--- src/rtl/multi_phase_traffic_controller.sv ---
// Multi-phase traffic signal controller.
// One phase at a time holds right-of-way and cycles GREEN -> YELLOW -> ALL_RED.
// Requests are latched per phase and served round-robin. The controller rests
// in green while no other phase is waiting.
module multi_phase_traffic_controller #(
    parameter int NUM_PHASES   = 4,
    parameter int MIN_GREEN    = 20,
    parameter int MAX_GREEN    = 50,
    parameter int YELLOW_TIME  = 10,
    parameter int ALL_RED_TIME = 3,
    parameter int TIMER_W      = 8
) (
    input  logic                          clk,
    input  logic                          rst,
    input  logic [NUM_PHASES-1:0]         sensor,
    output logic [3*NUM_PHASES-1:0]       lights,
    output logic [$clog2(NUM_PHASES)-1:0] active_phase,
    output logic [NUM_PHASES-1:0]         req_pending
);
    localparam int PW = $clog2(NUM_PHASES);

    // Last timer value of each interval; a state is left on the edge where
    // the timer has reached this value.
    localparam logic [TIMER_W-1:0] MIN_LAST = TIMER_W'(MIN_GREEN - 1);
    localparam logic [TIMER_W-1:0] MAX_LAST = TIMER_W'(MAX_GREEN - 1);
    localparam logic [TIMER_W-1:0] YEL_LAST = TIMER_W'(YELLOW_TIME - 1);
    localparam logic [TIMER_W-1:0] AR_LAST  = TIMER_W'(ALL_RED_TIME - 1);

    typedef enum logic [1:0] {
        GREEN   = 2'b00,
        YELLOW  = 2'b01,
        ALL_RED = 2'b10
    } state_t;

    state_t                state, state_n;
    logic [PW-1:0]         active_n;
    logic [PW-1:0]         next_phase, next_phase_n;
    logic [TIMER_W-1:0]    timer, timer_n;
    logic [NUM_PHASES-1:0] req_n, req_set, clear_mask;
    logic [NUM_PHASES-1:0] active_onehot, next_onehot;
    logic                  phase_ok, others_pending, sensor_active;
    logic                  found_hi, found_lo, recover;
    logic [PW-1:0]         hi_phase, lo_phase, rr_phase;

    // Decode the current and queued phase, and pick the round-robin successor:
    // the lowest pending phase above active_phase, else the lowest one below it.
    always_comb begin
        phase_ok      = 1'b0;
        active_onehot = '0;
        next_onehot   = '0;
        found_hi      = 1'b0;
        found_lo      = 1'b0;
        hi_phase      = '0;
        lo_phase      = '0;
        for (int unsigned i = 0; i < NUM_PHASES; i++) begin
            if (active_phase == PW'(i)) begin
                phase_ok         = 1'b1;
                active_onehot[i] = 1'b1;
            end
            if (next_phase == PW'(i)) begin
                next_onehot[i] = 1'b1;
            end
            if (req_pending[i] && (PW'(i) > active_phase) && !found_hi) begin
                found_hi = 1'b1;
                hi_phase = PW'(i);
            end
            if (req_pending[i] && (PW'(i) < active_phase) && !found_lo) begin
                found_lo = 1'b1;
                lo_phase = PW'(i);
            end
        end
        rr_phase       = found_hi ? hi_phase : lo_phase;
        others_pending = |(req_pending & ~active_onehot);
        sensor_active  = |(sensor & active_onehot);
    end

    // Next-state, request latch and interval timer.
    always_comb begin
        state_n      = state;
        active_n     = active_phase;
        next_phase_n = next_phase;
        clear_mask   = '0;
        recover      = 1'b0;
        req_set      = sensor;
        if (state == GREEN) begin
            req_set = sensor & ~active_onehot;
        end
        if (!phase_ok) begin
            recover = 1'b1;
        end else begin
            case (state)
                GREEN: begin
                    if ((timer >= MIN_LAST) && others_pending &&
                        (!sensor_active || (timer >= MAX_LAST))) begin
                        state_n      = YELLOW;
                        next_phase_n = rr_phase;
                    end
                end
                YELLOW: begin
                    if (timer >= YEL_LAST) begin
                        state_n = ALL_RED;
                    end
                end
                ALL_RED: begin
                    if (timer >= AR_LAST) begin
                        state_n    = GREEN;
                        active_n   = next_phase;
                        clear_mask = next_onehot;
                    end
                end
                default: recover = 1'b1;
            endcase
        end
        if (recover) begin
            state_n    = GREEN;
            active_n   = '0;
            clear_mask = NUM_PHASES'(1);
        end
        // Clearing on green entry wins over a request arriving on the same edge.
        req_n = (req_pending | req_set) & ~clear_mask;
        if ((state_n != state) || recover) begin
            timer_n = '0;
        end else if (timer == '1) begin
            timer_n = timer;
        end else begin
            timer_n = timer + 1'b1;
        end
    end

    // State, phase, timer and request registers with synchronous reset.
    always_ff @(posedge clk) begin
        if (rst) begin
            state        <= GREEN;
            active_phase <= '0;
            next_phase   <= '0;
            timer        <= '0;
            req_pending  <= '0;
        end else begin
            state        <= state_n;
            active_phase <= active_n;
            next_phase   <= next_phase_n;
            timer        <= timer_n;
            req_pending  <= req_n;
        end
    end

    // Lamp decode from registered state only; invalid encodings show all red.
    always_comb begin
        lights = {NUM_PHASES{3'b100}};
        if (phase_ok) begin
            for (int unsigned i = 0; i < NUM_PHASES; i++) begin
                if (active_onehot[i]) begin
                    if (state == GREEN) begin
                        lights[3*i +: 3] = 3'b001;
                    end else if (state == YELLOW) begin
                        lights[3*i +: 3] = 3'b010;
                    end
                end
            end
        end
    end
endmodule

--- config.mk ---
export PLATFORM = sky130hd
export DESIGN_NAME = multi_phase_traffic_controller
export DESIGN_NICKNAME = d
export VERILOG_FILES = /design/src/rtl/multi_phase_traffic_controller.sv
export SDC_FILE = /design/constraint.sdc
export NUM_CORES = 1
export LEC_CHECK = 0
export CAP_MARGIN = 15
export CORE_ASPECT_RATIO = 1.2
export CORE_MARGIN = 8
export CORE_UTILIZATION = 50
export DETAILED_ROUTE_END_ITERATION = 10
export HOLD_SLACK_MARGIN = 0.1
export PLACE_DENSITY = 0.79
export SYNTH_ARGS = -nofsm -noshare
export SYNTH_HDL_FRONTEND = slang
export SYNTH_SLANG_ARGS = --single-unit
export TNS_END_PERCENT = 5
--- constraint.sdc ---
create_clock -name clk -period 2.1 [get_ports clk]
set_input_delay 0.42 -clock clk [delete_from_list [all_inputs] [get_ports clk]]
set_output_delay 0.42 -clock clk [all_outputs]
set_load 0.05 [all_outputs]
==> results.py <==
metrics = {
    "sta": {
        "rsz0062_at_grt": "false",
        "fin_hold_ws_ns": 0.553,
        "max_freq_mhz": 491,
        "post-route-period-util": 0.970,
        "fin_setup_tns_ns": 0,
        "slew_violations": 0,
        "finClkSkew_ns": 0.00129,
        "layout_min_cycle_time_ns": 2.04,
        "worst_pin_slew_ns": 0.505,
        "hold_viol": 0,
        "finalWorstSetupSlack_ns": 0.0625,
        "slew_headroom": 0.662,
        "setup_violations": 0,
    },
    "yosys": {
        "synth_top_area_cell": "dfxtp_1",
        "synth.most_common_cell": "dfxtp_1",
        "synth_top_area_share": 0.299,
        "syn_inst": 148,
        "synthTopCellsByCount": "dfxtp_1, nor2_1, inv_1",
        "synth_fp_nets": 158,
        "netlist_area_um2": 1210,
        "ys_top_cells_by_area": "dfxtp_1, nor2_1, inv_1",
        "ys_seq_area_frac": 0.299,
        "synth_edf_count": 0,
        "synth.distinct_cells": 49,
        "syn_area_per_cell_um2": 8.15,
        "yosysWarnings": 0,
        "async_reset_ff_frac": 0,
        "synth_ff_type": "dfxtp_1",
        "ys_seq_elements": 18,
    },
    "place": {
        "portBuffers": 23,
        "place_hpwl_mm": 2.49,
        "pre_cts_ws_ns": 0.00982,
        "gp_congestion": 0.901,
    },
    "pwr": {
        "powerDensity_nw_per_um2": 401,
        "p_leak_uw": 0.000577,
        "vdd_drop_max_uv": 497,
    },
    "final_layout": {
        "drive_gt1_frac": 0.235,
        "antenna_cells": 0,
        "final_nets": 178,
        "utilization": 0.697,
        "syn_to_final_growth_pct": 32.0,
    },
    "detailed_routing": {
        "wire_per_inst_um": 15.6,
        "routed-wl-met3_um": 263,
        "highest_layer": "met4",
        "via_per_inst": 5.98,
        "via_count": 1179,
        "antenna_left": 0,
        "dr_wl_met2_mm": 1.56,
        "wl_met1_mm": 1.16,
        "drt-pass1-iter-count": 5,
        "drt_iter0_drc": 28,
        "drc": 0,
        "routed_wl_mm": 3.08,
    },
    "clock_network": {
        "postCtsHoldBufs": 0,
        "htree_num_levels": 1,
        "cts_tree": "done",
        "insertion_delay_ns": 0.29,
        "clock_sinks": 18,
        "clk_transition_reported_paths_ns": 0.09,
        "clock_path_buffers": 2,
        "post_cts_buffers": 0,
        "clockRootBuffer": "clkbuf_4",
        "cts_made_buffers": 3,
    },
    "grt": {
        "grtUsageTotal": 0.152,
        "grt_pass1_wl_mm": 5.18,
        "antenna_found_initial": 0,
        "grt_max_degree": 16,
        "grt_overflow": 0,
        "first_global_vias": 1168,
    },
    "die": {
        "die_h_um": 69.8,
        "fp.dieArea_um2": 4250,
        "io_pins": 24,
        "core_area_um2": 2280,
        "start_util": 0.529,
        "rows": 19,
        "fp.dieW_um": 60.8,
    },
    "worst_setup_path": {
        "crit_path_start_kind": "flop",
        "r2r_slack_ns": 0.17,
        "crit_fanout": 15,
        "end_kind": "output port",
        "worstPathRequired_ns": 1.68,
        "worst_r2r_endpoint": "timer[3]$_SDFFE_PP0P_",
        "r2r-start": "timer[1]$_SDFFE_PP0P_",
        "worst_ep_arrival_time_ns": 1.62,
        "critical_path_class": "flop to output port",
        "reg2regPathDepth": 7,
    },
    "min_path": {
        "hold_depth": 1,
        "hold_end": "req_pending[1]$_SDFF_PP0_",
        "hp-class": "flop to flop",
        "min_from": "next_phase[0]$_SDFFE_PP0P_",
    },
    "run": {
        "maxCapViolCount": 0,
    },
    "status": {
        "status": "complete, no violations",
    },
}
-- layer usage --
layer,GRT usage,up-vias
met5,0,-
met4,0.0857,0
met3,0.0353,10
met2,0.270,45
met1,0.151,553
li1,-,571
-- stage by stage --
step / area, um2 / total power (uW) / std cells
final: 1590 / 639 / 197
after detailed placement: 1560 / 480 / 194
after floorplan: 1240 / 446 / 148
after CTS: 1590 / 642 / 197
after global routing: 1590 / 660 / 197
after global placement: 1560 / 475 / 194
-- worst max-delay path by stage --
stage | startpoint | to | cells after the start
6_report | active_phase[1]$_SDFFE_PP0P_ | lights[0] | 4
5_1_grt | active_phase[1]$_SDFFE_PP0P_ | lights[0] | 4
4_1_cts | active_phase[1]$_SDFFE_PP0P_ | lights[0] | 4
3_5_place_dp | sensor[2] | next_phase[1]$_SDFFE_PP0P_ | 6
3_3_place_gp | sensor[3] | next_phase[1]$_SDFFE_PP0P_ | 6
2_1_floorplan | active_phase[1]$_SDFFE_PP0P_ | lights[4] | 4
-- timing repair --
action,4_1_cts,5_1_grt
setup endpoints to repair,2,2
gates resized for setup,1,2
endpoints found under the hold margin,0,0
-- area by class of cell --
type	instances	area (um2)
clock buffers	3	22.5
fillers	194	691
inverters	14	56.3
multi-input cells	107	782
flip-flops and latches	18	364
well taps	31	38.8
repair buffers	24	328
-- layout by cell type (no fill, tap or decap), types with 2 or more instances in the layout --
cell,instances
nand3_1,6
nand2_2,2
clkdlybuf4s50_1,9
buf_4,5
nor2b_1,2
ha_1,4
nand2b_1,3
xnor2_1,2
nor2_1,13
nor2_2,2
clkbuf_4,3
nor4_1,2
a211oi_1,2
a311oi_1,3
nor3_1,8
nand2_1,10
buf_12,10
nand4_1,2
or3_1,2
dfxtp_2,3
dfxtp_1,15
mux2i_1,4
nor2_4,2
o21ai_0,5
a21oi_1,5
inv_1,13
-- logic make-up after synthesis --
kind of cell               after synthesis  synth area share
adders and majority gates                4            0.0415
buffers and inverters                   23            0.0799
DFF                                     18             0.299
xor gates and xnor gates                 3            0.0218
muxes                                    5            0.0519
and+or+nand+nor                         63             0.273
AOI/OAI and AO/OA                       32             0.233
-- sequential cells by signal (all words and copies together) (netlist names) --
register,flops
active_phase,2
req_pending,4
next_phase,2
timer,8
state,2
-- power breakdown --
| part | switching [uW] | internal (uW) | leakage, uW | total, uW |
|---|---|---|---|---|
| sequential | 15.5 | 350 | 0.000148 | 366 |
| clock | 99.8 | 66.7 | 0.0000138 | 167 |
| combinational | 61.9 | 44.6 | 0.000415 | 106 |
-- worst max-delay path, stage by stage, from the launching register on --
cell and delay [ns]:
dfxtp_2 0.42, or3_4 0.45, nand2b_1 0.21, clkinvlp_4 0.12, buf_12 0.13
Note: power is estimated with default switching activity, not from simulation.
